## config.mk

```make
export PLATFORM = sky130hd
export DESIGN_NAME = multicycle_main_control
export DESIGN_NICKNAME = d
export VERILOG_FILES = /design/src/rtl/mips_ctrl_pkg.sv /design/src/rtl/mc_output_decode.sv /design/src/rtl/multicycle_main_control.sv
export SDC_FILE = /design/constraint.sdc
export NUM_CORES = 1
export LEC_CHECK = 0
export ABC_AREA = 0
export CAP_MARGIN = 20
export CELL_PAD_IN_SITES_DETAIL_PLACEMENT = 0
export CELL_PAD_IN_SITES_GLOBAL_PLACEMENT = 2
export CORE_MARGIN = 2
export CORE_UTILIZATION = 15
export DETAILED_ROUTE_END_ITERATION = 16
export PLACE_DENSITY_LB_ADDON = 0.1
export SYNTH_ARGS = -nofsm -noshare
export SYNTH_HDL_FRONTEND = slang
export SYNTH_SLANG_ARGS = --single-unit
export TNS_END_PERCENT = 1
```

## constraint.sdc

```tcl
create_clock -name clk -period 1.4 [get_ports clk]
set_input_delay 0.21 -clock clk [delete_from_list [all_inputs] [get_ports clk]]
set_output_delay 0.21 -clock clk [all_outputs]
set_load 0.05 [all_outputs]
```

## src/rtl/mips_ctrl_pkg.sv

```systemverilog
// Shared encodings for the multicycle MIPS main control and ALU_Control.
// The addi path (states 10/11) is enabled by defining MC_ADDI_EN.
package mips_ctrl_pkg;

    localparam logic [5:0] OP_R    = 6'b000000;
    localparam logic [5:0] OP_J    = 6'b000010;
    localparam logic [5:0] OP_BEQ  = 6'b000100;
    localparam logic [5:0] OP_ADDI = 6'b001000;
    localparam logic [5:0] OP_LW   = 6'b100011;
    localparam logic [5:0] OP_SW   = 6'b101011;

    localparam logic [1:0] ALU_ADD   = 2'b00;
    localparam logic [1:0] ALU_SUB   = 2'b01;
    localparam logic [1:0] ALU_FUNCT = 2'b10;

    localparam logic [1:0] SRCB_REG    = 2'b00;
    localparam logic [1:0] SRCB_FOUR   = 2'b01;
    localparam logic [1:0] SRCB_IMM    = 2'b10;
    localparam logic [1:0] SRCB_IMM_SH = 2'b11;

    localparam logic [1:0] PCSRC_ALU    = 2'b00;
    localparam logic [1:0] PCSRC_ALUOUT = 2'b01;
    localparam logic [1:0] PCSRC_JUMP   = 2'b10;

    typedef enum logic [3:0] {
        S_FETCH     = 4'd0,
        S_DECODE    = 4'd1,
        S_MEM_ADDR  = 4'd2,
        S_MEM_READ  = 4'd3,
        S_MEM_WB    = 4'd4,
        S_MEM_WRITE = 4'd5,
        S_EXECUTE   = 4'd6,
        S_R_WB      = 4'd7,
        S_BRANCH    = 4'd8,
        S_JUMP      = 4'd9,
        S_ADDI_EXEC = 4'd10,
        S_ADDI_WB   = 4'd11
    } state_t;

    typedef struct packed {
        logic       pc_write;
        logic       pc_write_cond;
        logic       iord;
        logic       mem_read;
        logic       mem_write;
        logic       ir_write;
        logic       mem_to_reg;
        logic       reg_dst;
        logic       reg_write;
        logic       alu_src_a;
        logic [1:0] alu_src_b;
        logic [1:0] alu_op;
        logic [1:0] pc_source;
        logic       instr_done;
    } ctrl_t;

endpackage

```

## src/rtl/mc_output_decode.sv

```systemverilog
// Moore output decode: state -> datapath control word. Define MC_ADDI_EN
// to give states 10/11 their addi meaning; otherwise they decode to all zeros.
module mc_output_decode
    import mips_ctrl_pkg::*;
(
    input  state_t state,
    output ctrl_t  ctrl
);

    always_comb begin
        ctrl = '0;
        case (state)
            S_FETCH: begin
                ctrl.mem_read  = 1'b1;
                ctrl.ir_write  = 1'b1;
                ctrl.pc_write  = 1'b1;
                ctrl.alu_src_b = SRCB_FOUR;
                ctrl.alu_op    = ALU_ADD;
                ctrl.pc_source = PCSRC_ALU;
            end
            S_DECODE: begin
                ctrl.alu_src_b = SRCB_IMM_SH;
                ctrl.alu_op    = ALU_ADD;
            end
            S_MEM_ADDR: begin
                ctrl.alu_src_a = 1'b1;
                ctrl.alu_src_b = SRCB_IMM;
                ctrl.alu_op    = ALU_ADD;
            end
            S_MEM_READ: begin
                ctrl.mem_read = 1'b1;
                ctrl.iord     = 1'b1;
            end
            S_MEM_WB: begin
                ctrl.reg_write  = 1'b1;
                ctrl.mem_to_reg = 1'b1;
                ctrl.instr_done = 1'b1;
            end
            S_MEM_WRITE: begin
                ctrl.mem_write  = 1'b1;
                ctrl.iord       = 1'b1;
                ctrl.instr_done = 1'b1;
            end
            S_EXECUTE: begin
                ctrl.alu_src_a = 1'b1;
                ctrl.alu_src_b = SRCB_REG;
                ctrl.alu_op    = ALU_FUNCT;
            end
            S_R_WB: begin
                ctrl.reg_write  = 1'b1;
                ctrl.reg_dst    = 1'b1;
                ctrl.instr_done = 1'b1;
            end
            S_BRANCH: begin
                ctrl.alu_src_a     = 1'b1;
                ctrl.alu_src_b     = SRCB_REG;
                ctrl.alu_op        = ALU_SUB;
                ctrl.pc_write_cond = 1'b1;
                ctrl.pc_source     = PCSRC_ALUOUT;
                ctrl.instr_done    = 1'b1;
            end
            S_JUMP: begin
                ctrl.pc_write   = 1'b1;
                ctrl.pc_source  = PCSRC_JUMP;
                ctrl.instr_done = 1'b1;
            end
`ifdef MC_ADDI_EN
            S_ADDI_EXEC: begin
                ctrl.alu_src_a = 1'b1;
                ctrl.alu_src_b = SRCB_IMM;
                ctrl.alu_op    = ALU_ADD;
            end
            S_ADDI_WB: begin
                ctrl.reg_write  = 1'b1;
                ctrl.instr_done = 1'b1;
            end
`endif
            default: ctrl = '0;
        endcase
    end

endmodule

```

## src/rtl/multicycle_main_control.sv

```systemverilog
// Multicycle MIPS main-control FSM: state register, opcode-driven next state
// and reset gating of all outputs. Define MC_ADDI_EN to support addi.
module multicycle_main_control
    import mips_ctrl_pkg::*;
#(
    parameter int STATE_W = 4,
    parameter int OP_W    = 6
) (
    input  logic               clk,
    input  logic               reset,
    input  logic [OP_W-1:0]    Opcode,
    output logic               PCWrite,
    output logic               PCWriteCond,
    output logic               IorD,
    output logic               MemRead,
    output logic               MemWrite,
    output logic               IRWrite,
    output logic               MemtoReg,
    output logic               RegDst,
    output logic               RegWrite,
    output logic               ALUSrcA,
    output logic [1:0]         ALUSrcB,
    output logic [1:0]         ALU_Op,
    output logic [1:0]         PCSource,
    output logic               InstrDone,
    output logic               Illegal,
    output logic [STATE_W-1:0] State
);

    state_t state, state_nxt;
    ctrl_t  ctrl, ctrl_g;
    logic   illegal;

    always_ff @(posedge clk) begin
        if (reset) state <= S_FETCH;
        else       state <= state_nxt;
    end

    always_comb begin
        state_nxt = S_FETCH;
        illegal   = 1'b0;
        case (state)
            S_FETCH: state_nxt = S_DECODE;
            S_DECODE: begin
                if (Opcode == OP_W'(OP_LW) || Opcode == OP_W'(OP_SW)) state_nxt = S_MEM_ADDR;
                else if (Opcode == OP_W'(OP_R))   state_nxt = S_EXECUTE;
                else if (Opcode == OP_W'(OP_BEQ)) state_nxt = S_BRANCH;
                else if (Opcode == OP_W'(OP_J))   state_nxt = S_JUMP;
`ifdef MC_ADDI_EN
                else if (Opcode == OP_W'(OP_ADDI)) state_nxt = S_ADDI_EXEC;
`endif
                else illegal = 1'b1;
            end
            // A non-memory opcode here can only mean IR was disturbed; abandon safely.
            S_MEM_ADDR: begin
                if (Opcode == OP_W'(OP_SW))      state_nxt = S_MEM_WRITE;
                else if (Opcode == OP_W'(OP_LW)) state_nxt = S_MEM_READ;
                else                             state_nxt = S_FETCH;
            end
            S_MEM_READ: state_nxt = S_MEM_WB;
            S_EXECUTE:  state_nxt = S_R_WB;
`ifdef MC_ADDI_EN
            S_ADDI_EXEC: state_nxt = S_ADDI_WB;
`endif
            default: state_nxt = S_FETCH;
        endcase
    end

    mc_output_decode u_decode (
        .state (state),
        .ctrl  (ctrl)
    );

    // Gate combinationally so no strobe escapes during the reset cycle itself.
    assign ctrl_g = reset ? '0 : ctrl;

    assign PCWrite     = ctrl_g.pc_write;
    assign PCWriteCond = ctrl_g.pc_write_cond;
    assign IorD        = ctrl_g.iord;
    assign MemRead     = ctrl_g.mem_read;
    assign MemWrite    = ctrl_g.mem_write;
    assign IRWrite     = ctrl_g.ir_write;
    assign MemtoReg    = ctrl_g.mem_to_reg;
    assign RegDst      = ctrl_g.reg_dst;
    assign RegWrite    = ctrl_g.reg_write;
    assign ALUSrcA     = ctrl_g.alu_src_a;
    assign ALUSrcB     = ctrl_g.alu_src_b;
    assign ALU_Op      = ctrl_g.alu_op;
    assign PCSource    = ctrl_g.pc_source;
    assign InstrDone   = ctrl_g.instr_done;
    assign Illegal     = illegal & ~reset;
    assign State       = reset ? '0 : STATE_W'(state);

endmodule
```

Yosys cells after proc, flatten, opt, wreduce, memory -nomap -nowiden
Index checks and enable logic that the tools add are counted.
{"block": "word_totals", "ff_bits": 4, "input_bits": 8, "wordCells": 52, "output_inout_bits": 22}
{"block": "op_classes", "reduce_logical": 9, "n_eq_ne": 13, "muxes": 27, "bitwise": 2}
{"op": "$pmux 4 s5", "n": 2}
{"op": "$mux 4", "n": 5}
{"op": "$mux 17", "n": 1}
{"op": "$eq 4x3->1 const B", "n": 4}
{"op": "$mux 1", "n": 16}
{"op": "$eq 6x6->1 const B", "n": 2}
{"op": "$eq 4x2->1 const B", "n": 2}
{"op": "$eq 4x4->1 const B", "n": 2}
{"op": "$reduce_or 2->1", "n": 4}
{"op": "$eq 6x2->1 const B", "n": 1}
{"op": "$eq 6x3->1 const B", "n": 1}
{"op": "$logic_not 6->1", "n": 1}
{"op": "$reduce_or 5->1", "n": 1}
{"op": "$eq 4x1->1 const B", "n": 1}
{"op": "$logic_not 4->1", "n": 1}
{"op": "$pmux 2 s2", "n": 1}
{"op": "$mux 3", "n": 1}
{"op": "$reduce_or 3->1", "n": 1}
{"op": "$mux 2", "n": 1}
{"op": "$and 1x1->1", "n": 1}
{"op": "$logic_or 1x1->1", "n": 1}
{"op": "$not 1->1", "n": 1}

Logic depth before layout (Yosys ltp)
Gate-level depths: netlist of the first run.
{"block": "logic_depth", "word_depth": 7, "mapped_depth": 4, "ltp_nobuf": 3}

Hierarchy
A second synthesis of the first run with hierarchy kept.
{"block": "hier_totals", "hier_cells": 91, "hier_area_um2": 656.9}
{"module": "multicycle_main_control", "cells_each": 61, "n_inst": 1, "seq_area_each_um2": 80.1, "area_each_um2": 447.9}
{"module": "mc_output_decode", "cells_each": 30, "n_inst": 1, "seq_area_each_um2": 0.0, "area_each_um2": 209.0}

Least setup slack after synthesis of the first run
OpenSTA, ideal clock, no wires.
{"block": "synth_path", "path_kind": "register -> output", "from": "reg state[1]", "to": "out PCSource[0]", "stages_incl_launch_ff": 5, "arrival_ns": 2.708, "n_path_buf": 3, "required_time_ns": 1.190, "setup_slack_ns": -1.518, "cell_sequence": "dfxtp_1 > clkbuf_1 > clkbuf_1 > nor4_1 > buf_4"}
{"block": "synth_via", "elab_chain_cells": 3, "elab_cells_between_ends": 4, "cone_classes": "2 x eq/ne; 2 x mux"}
{"element": "start: declaration", "line": "multicycle_main_control.sv:30", "text": "state_t state, state_nxt;"}
{"element": "start signal: assignment", "line": "multicycle_main_control.sv:36", "text": "else state <= state_nxt;"}
{"element": "$eq 4x4->1", "line": "mc_output_decode.sv:12", "text": "case (state)"}
{"element": "$pmux 2 s2 *", "line": "mc_output_decode.sv:12"}
{"element": "$mux 17 *", "line": "multicycle_main_control.sv:75", "text": "assign ctrl_g = reset ? '0 : ctrl;"}
{"element": "end: declaration", "line": "multicycle_main_control.sv:24", "text": "output logic [1:0] PCSource,"}
Every way passes the cells marked *; elsewhere a longest branch is shown, timed or not.

Worst setup path in the final report of the first run
{"block": "layout_path", "from": "reg state[3]", "to": "out InstrDone"}
{"block": "layout_via", "elab_chain_cells": 4, "elab_cells_between_ends": 8, "cone_classes": "5 x eq/ne; 2 x mux; 1 x reduce/logical"}
{"element": "$eq 4x3->1 or $eq 4x4->1 (tied branches)", "line": "mc_output_decode.sv:12"}
{"element": "$reduce_or 5->1 (no line) *"}
{"element": "$mux 1 *", "line": "mc_output_decode.sv:12"}
{"element": "$mux 17 *", "line": "multicycle_main_control.sv:75"}
{"element": "end: declaration", "line": "multicycle_main_control.sv:25", "text": "output logic InstrDone,"}
Marks and branches as above.

==> summary.md, run 1 <==
| Metric | Value |
|---|---|
| GRT Resource Usage Total | `0.117` |
| Yosys warns | `0` |
| Fillers | `between 200 and 300` |
| DR vias/cell | `4.13` |
| Register area | `92.6 µm²` |
| Core Util, Final | `0.482` |
| Worst-path clk slew | `0.03 ns` |
| Num rows | `20` |
| Worst Path Buf+Inv | `3` |
| Final Hold Fails | `0` |
| Unrepaired setup endpoints after global routing | `yes` |
| Crit path cell chain | `buf_12 > buf_4 > xnor2_1 > o22a_1 > nor2_2 > buf_12` |
| Worst Setup End Kind | `output port` |
| Dpl cell area | `around 1400 µm²` |
| P&R area growth vs syn | `204%` |
| Placed Cells | `170` |
| Slew Limit Fails | `0` |
| Final non-filler cell total | `175` |
| Worst hold path class | `in2reg` |
| Total grt overflow | `0` |
| # diodes | `0` |
| Die ar. | `around 3700 µm²` |
| Worst vdd ir | `0.386 mV` |
| Largest register FFs | `4` |
| Avg Cell Area, Syn | `6.59 µm²` |
| # port buffers | `29` |
| Measured slew at the worst slew-check pin | `approximately 0.36 ns` |
| Max_cap viols | `0` |
| Final setup fails | `20` |
| CTS max path bufs | `2` |
| Syn_nets | `82` |
| Io pins | `30` |
| Post-synth cell types | `29` |
| Status | `finished, violations left` |
| Number of flops mapped to enable cells by yosys | `0` |
| Die X | `between 60 and 70 µm` |
| Post-route cell area | `1480 µm²` |
| Rel. slew slack | `0.757` |
| Final worst slack | `-0.259 ns` |
| Synthesized flop and latch total | `4` |
| Vias in the first global route | `roughly 720` |
| First-pass iteration count of the detailed router | `4` |
| Number of remaining DRC errors | `0` |
| Setup Crit Path Kind | `reg2out` |
| Starting Density | `0.159` |
| F_max | `603 MHz` |
| Most frequent CP cell | `buf_12` |
| Largest net degree at the start of global routing | `9` |
| Stages on the worst setup path | `6` |
| Post-Synthesis Cell Area | `488 µm²` |
| Core ar. | `3080 µm²` |
| Violated checks | `negative setup slack` |
| Synth async-reset ratio | `0` |
| Num CTS Buffers | `3` |
| Area leader, netlist | `dfxtp_1` |
| Crit-path max cell delay | `0.35 ns` |
| Post-DRT Antenna Nets | `0` |
| TNS Setup | `-2.80 ns` |
| Dominant synthesized flop cell | `dfxtp_1` |
| WL/cell | `11.1 µm` |
| Area of the multi-input gates | `about 530 µm²` |
| DRT iter0 DRCs | `11` |
| H-tree levels | `1` |
| Final #Nets | `141` |
| TritonCTS clock tree | `built` |
| Top Registers | `state: 4 flops` |
| Largest Register | `state` |
| FF-to-FF path depth | `3` |
| Crit Path Max Fanout | `4` |
| CTS root buffer | `clkbuf_4` |
| Leakage | `slightly below 0.6 nW` |
| Die H | `61.0 µm` |
| Critical-path top delay cell | `dfxtp_4` |
| First-pass GRT wire length | `3.25 mm` |
| Share of post-route cells with drive strength above 1 | `0.687` |
| # clock sinks | `4` |
| Power Dens Cells | `about 360 nW/µm²` |
| Hold Path Cell Cnt | `4` |
| Pwr Total | `533 µW` |
| Crit path DAT | `between 1 and 1.5 ns` |
| Cts hold-fix bufs | `0` |
| Top delay family on crit path | `buffers and inverters` |
| Pre-CTS setup slack | `-0.449 ns` |
| Post-DP HPWL | `about 1.7 mm` |
| Clock skew | `0.0000270 ns` |
| Initial antenna violation count | `0` |
| Startpoint Class | `flop` |
| Final Cycle Share | `1.19` |
| Final WL | `1.94 mm` |
| Worst hold margin | `roughly 0.38 ns` |
| RD Place Congestion | `0.691` |
| Period minus WS final | `1.66 ns` |
| WP data required | `1.19 ns` |
| Vias | `723` |
| Synth area leaders | `dfxtp_1 (16%), nor3_1 (7.2%), nor4_1 (6.4%)` |
| Post-Synthesis Cells | `74` |
| Clock latency on the worst-skew pair | `0.23 ns` |
| Register area share after synthesis | `0.164` |
| Synth top area share | `0.164` |
per-layer routing:
layer / up-vias / share of wire / track usage / wire length [µm]
met1: 322 / 0.46 / 0.154 / 896
met2: 16 / 0.50 / 0.188 / 964
met5: - / 0 / 0 / 0
met3: 2 / 0.038 / 0.0357 / 73
met4: 0 / 0.0031 / 0.0280 / 6
li1: 383 / - / - / -
tightest hold or removal path: stages:
cell and delay [ns]:
buf_2 0.09, or4_4 0.14, buf_6 0.09, nor3_1 0.04
power breakdown:
part	internal (mW)	switching [mW]
logic	0.136	0.139
registers	0.114	0.00689
clock network	0.0955	0.0413
layout by cell type (no fill, tap or decap), types with 2 or more instances in the layout:
master	synthesis	layout
xnor2_1	2	2
buf_4	1	27
nand2b_1	4	3
buf_2	0	2
a21oi_2	0	2
buf_6	1	6
nand2_1	5	4
dfxtp_4	0	3
clkbuf_4	0	3
nor2_1	8	3
clkdlybuf4s50_1	0	2
nor3_4	0	3
a21oi_1	5	2
or4_4	2	2
dlygate4sd2_1	0	2
nor4_4	0	4
nor2_2	0	5
xor2_1	2	2
buf_12	0	22
inv_1	4	4
nor3_1	7	3
worst paths after layout:
check	start	endpoint	slack [ns]
hold / removal	Opcode[3]	state[3]$_SDFF_PP0_	0.38
hold reg to reg	state[0]$_SDFF_PP0_	state[2]$_SDFF_PP0_	0.64
setup / recovery	state[3]$_SDFF_PP0_	InstrDone	-0.26
setup reg to reg	state[3]$_SDFF_PP0_	state[0]$_SDFF_PP0_	-0.07
cells in the mapped netlist, types with 3 or more instances:
library cell  count
nor4_1            5
clkbuf_1          6
nor2b_1           3
nor3_1            7
nand2b_1          4
inv_1             4
nand2_1           5
nor2_1            8
a21oi_1           5
dfxtp_1           4
logic make-up after synthesis:
kind of cell,count (synthesis),share of synthesized area
xor gates and xnor gates,4,0.0718
AOI/OAI and AO/OA,13,0.179
buffers and inverters,12,0.115
and+or+nand+nor,41,0.469
DFF,4,0.164
final cells by class:
cell class,count,share of cell area
repair buffers,62,0.518
multi-input cells,58,0.358
flip-flops and latches,4,0.0624
well taps,44,0.0371
clock buffers,3,0.0152
inverters,4,0.0101
repair_timing:
item,4_1_cts,5_1_grt
endpoints found under the setup margin,24,23
resized for setup,27,8
pin swaps,2,2
setup buffers,1,1
(Power assumes the default switching activity.)
==> run 2: changes to the inputs <==
Settings changed: PLACE_DENSITY set to 0.79, PLACE_DENSITY_LB_ADDON 0.1 to not set, SKIP_CTS_REPAIR_TIMING set to 1.
==> summary.md, run 2 (synthesis results as in run 1) <==
| Metric | Value |
|---|---|
| F_max | `632 MHz` |
| Num rows | `20` |
| Critical-path top delay cell | `dfxtp_2` |
| Setup Crit Path Kind | `reg2out` |
| Worst hold path class | `in2reg` |
| Crit path DAT | `~1.4 ns` |
| Unrepaired setup endpoints after global routing | `yes` |
| Final worst slack | `-0.181 ns` |
| Final Cycle Share | `1.13` |
| Largest Register | `state` |
| Status | `finished, violations left` |
| DR vias/cell | `4.23` |
| DRT iter0 DRCs | `5` |
| Share of post-route cells with drive strength above 1 | `0.701` |
| Leakage | `0.622 nW` |
| Clock latency on the worst-skew pair | `0.25 ns` |
| Commonest non-fill, non-tap cell in the layout | `buf_4` |
| Vias in the first global route | `roughly 700` |
| Max_cap viols | `0` |
| Pwr Total | `570 µW` |
| Period minus WS final | `1.58 ns` |
| TritonCTS clock tree | `built` |
| RD Place Congestion | `0.772` |
| Final WL | `1.96 mm` |
| CTS max path bufs | `2` |
| Most frequent CP cell | `buf_12` |
| Core Util, Final | `0.492` |
| Largest register FFs | `4` |
| Number of remaining DRC errors | `0` |
| Commonest cells after routing, fill and taps aside | `buf_4 (24), buf_12 (22), dlymetal6s2s_1 (6)` |
| Startpoint Class | `flop` |
| WL/cell | `around 11 µm` |
| Starting Density | `0.159` |
| First-pass GRT wire length | `3.12 mm` |
| Worst Setup End Kind | `output port` |
| Vias | `723` |
| Violated checks | `negative setup slack` |
| Post-route cell area | `1510 µm²` |
| GRT Resource Usage Total | `0.112` |
| TNS Setup | `-2.24 ns` |
| Final Hold Fails | `0` |
| Num CTS Buffers | `3` |
| H-tree levels | `1` |
| Largest net degree at the start of global routing | `17` |
| Final setup fails | `21` |
| P&R area growth vs syn | `210%` |
| Post-DRT Antenna Nets | `0` |
| Die H | `61.0 µm` |
| Final #Nets | `137` |
| Top Registers | `state: 4 flops` |
| Core ar. | `3080 µm²` |
| First-pass iteration count of the detailed router | `4` |
| # diodes | `0` |
| WP data required | `around 1.2 ns` |
| Dpl cell area | `1330 µm²` |
| Total grt overflow | `0` |
| Pre-CTS setup slack | `-0.479 ns` |
| Rel. slew slack | `0.779` |
| Clock skew | `about 0.0019 ns` |
| Crit path cell chain | `buf_12 > nor3b_4 > a21oi_2 > nor3_4 > buf_12` |
| CTS root buffer | `clkbuf_4` |
| Power Dens Cells | `around 380 nW/µm²` |
| Die X | `61.0 µm` |
| # port buffers | `29` |
| Crit-path max cell delay | `0.34 ns` |
| # clock sinks | `4` |
| Post-DP HPWL | `1.58 mm` |
| Crit Path Max Fanout | `13` |
| Slew Limit Fails | `0` |
| Worst vdd ir | `0.137 mV` |
| Die ar. | `3730 µm²` |
| Worst-path clk slew | `0.04 ns` |
| Initial antenna violation count | `0` |
| Io pins | `30` |
| Measured slew at the worst slew-check pin | `0.330 ns` |
-- run 2: path summary, 6_finish.rpt --
kind	startpoint	end	slack (ns)	cells past startpoint
min	Opcode[3]	state[3]$_SDFF_PP0_	0.41	4
max	state[1]$_SDFF_PP0_	ALUSrcA	-0.18	5
min reg2reg	state[3]$_SDFF_PP0_	state[3]$_SDFF_PP0_	0.61	3
max reg2reg	state[3]$_SDFF_PP0_	state[2]$_SDFF_PP0_	-0.09	3
-- run 2: metrics by stage --
stage               cells  hold slack [ns]
finish                171            0.413
CTS                   167            0.647
floorplan              74            0.304
global route          171            0.422
global placement      164            0.659
detailed placement    164            0.654
-- run 2: report_power, final --
group / switching [mW] / leakage (nW) / internal (mW) / total [mW]
Combinational: 0.144 / 0.573 / 0.148 / 0.293
Sequential: 0.00742 / 0.0352 / 0.114 / 0.121
Clock: 0.0600 / 0.0138 / 0.0967 / 0.157
Total: 0.212 / 0.622 / 0.359 / 0.570
-- run 2: critical path, delay by kind of cell (launching register included) --
| kind | cells | cell delay [ns] |
|---|---|---|
| flip-flops | 1 | 0.34 |
| AO/OA/AOI/OAI | 1 | 0.06 |
| buffers and inverters | 2 | 0.32 |
| AND/OR/NAND/NOR | 2 | 0.39 |
-- run 2: final cells by class --
cell class	instances	area (µm²)
fill	285	1560
clock buffer	3	22.5
sequential	4	92.6
inverter	4	15.0
tap	44	55.1
multi-input combinational	58	563
timing repair buffer	58	766
-- run 2: routing by layer --
layer  wire length (µm)  vias up  track usage
met3                 98        3       0.0294
met1                799      322        0.133
met5                  0        -            0
met4                 29        0       0.0373
met2               1030       27        0.196
li1                   -      371            -
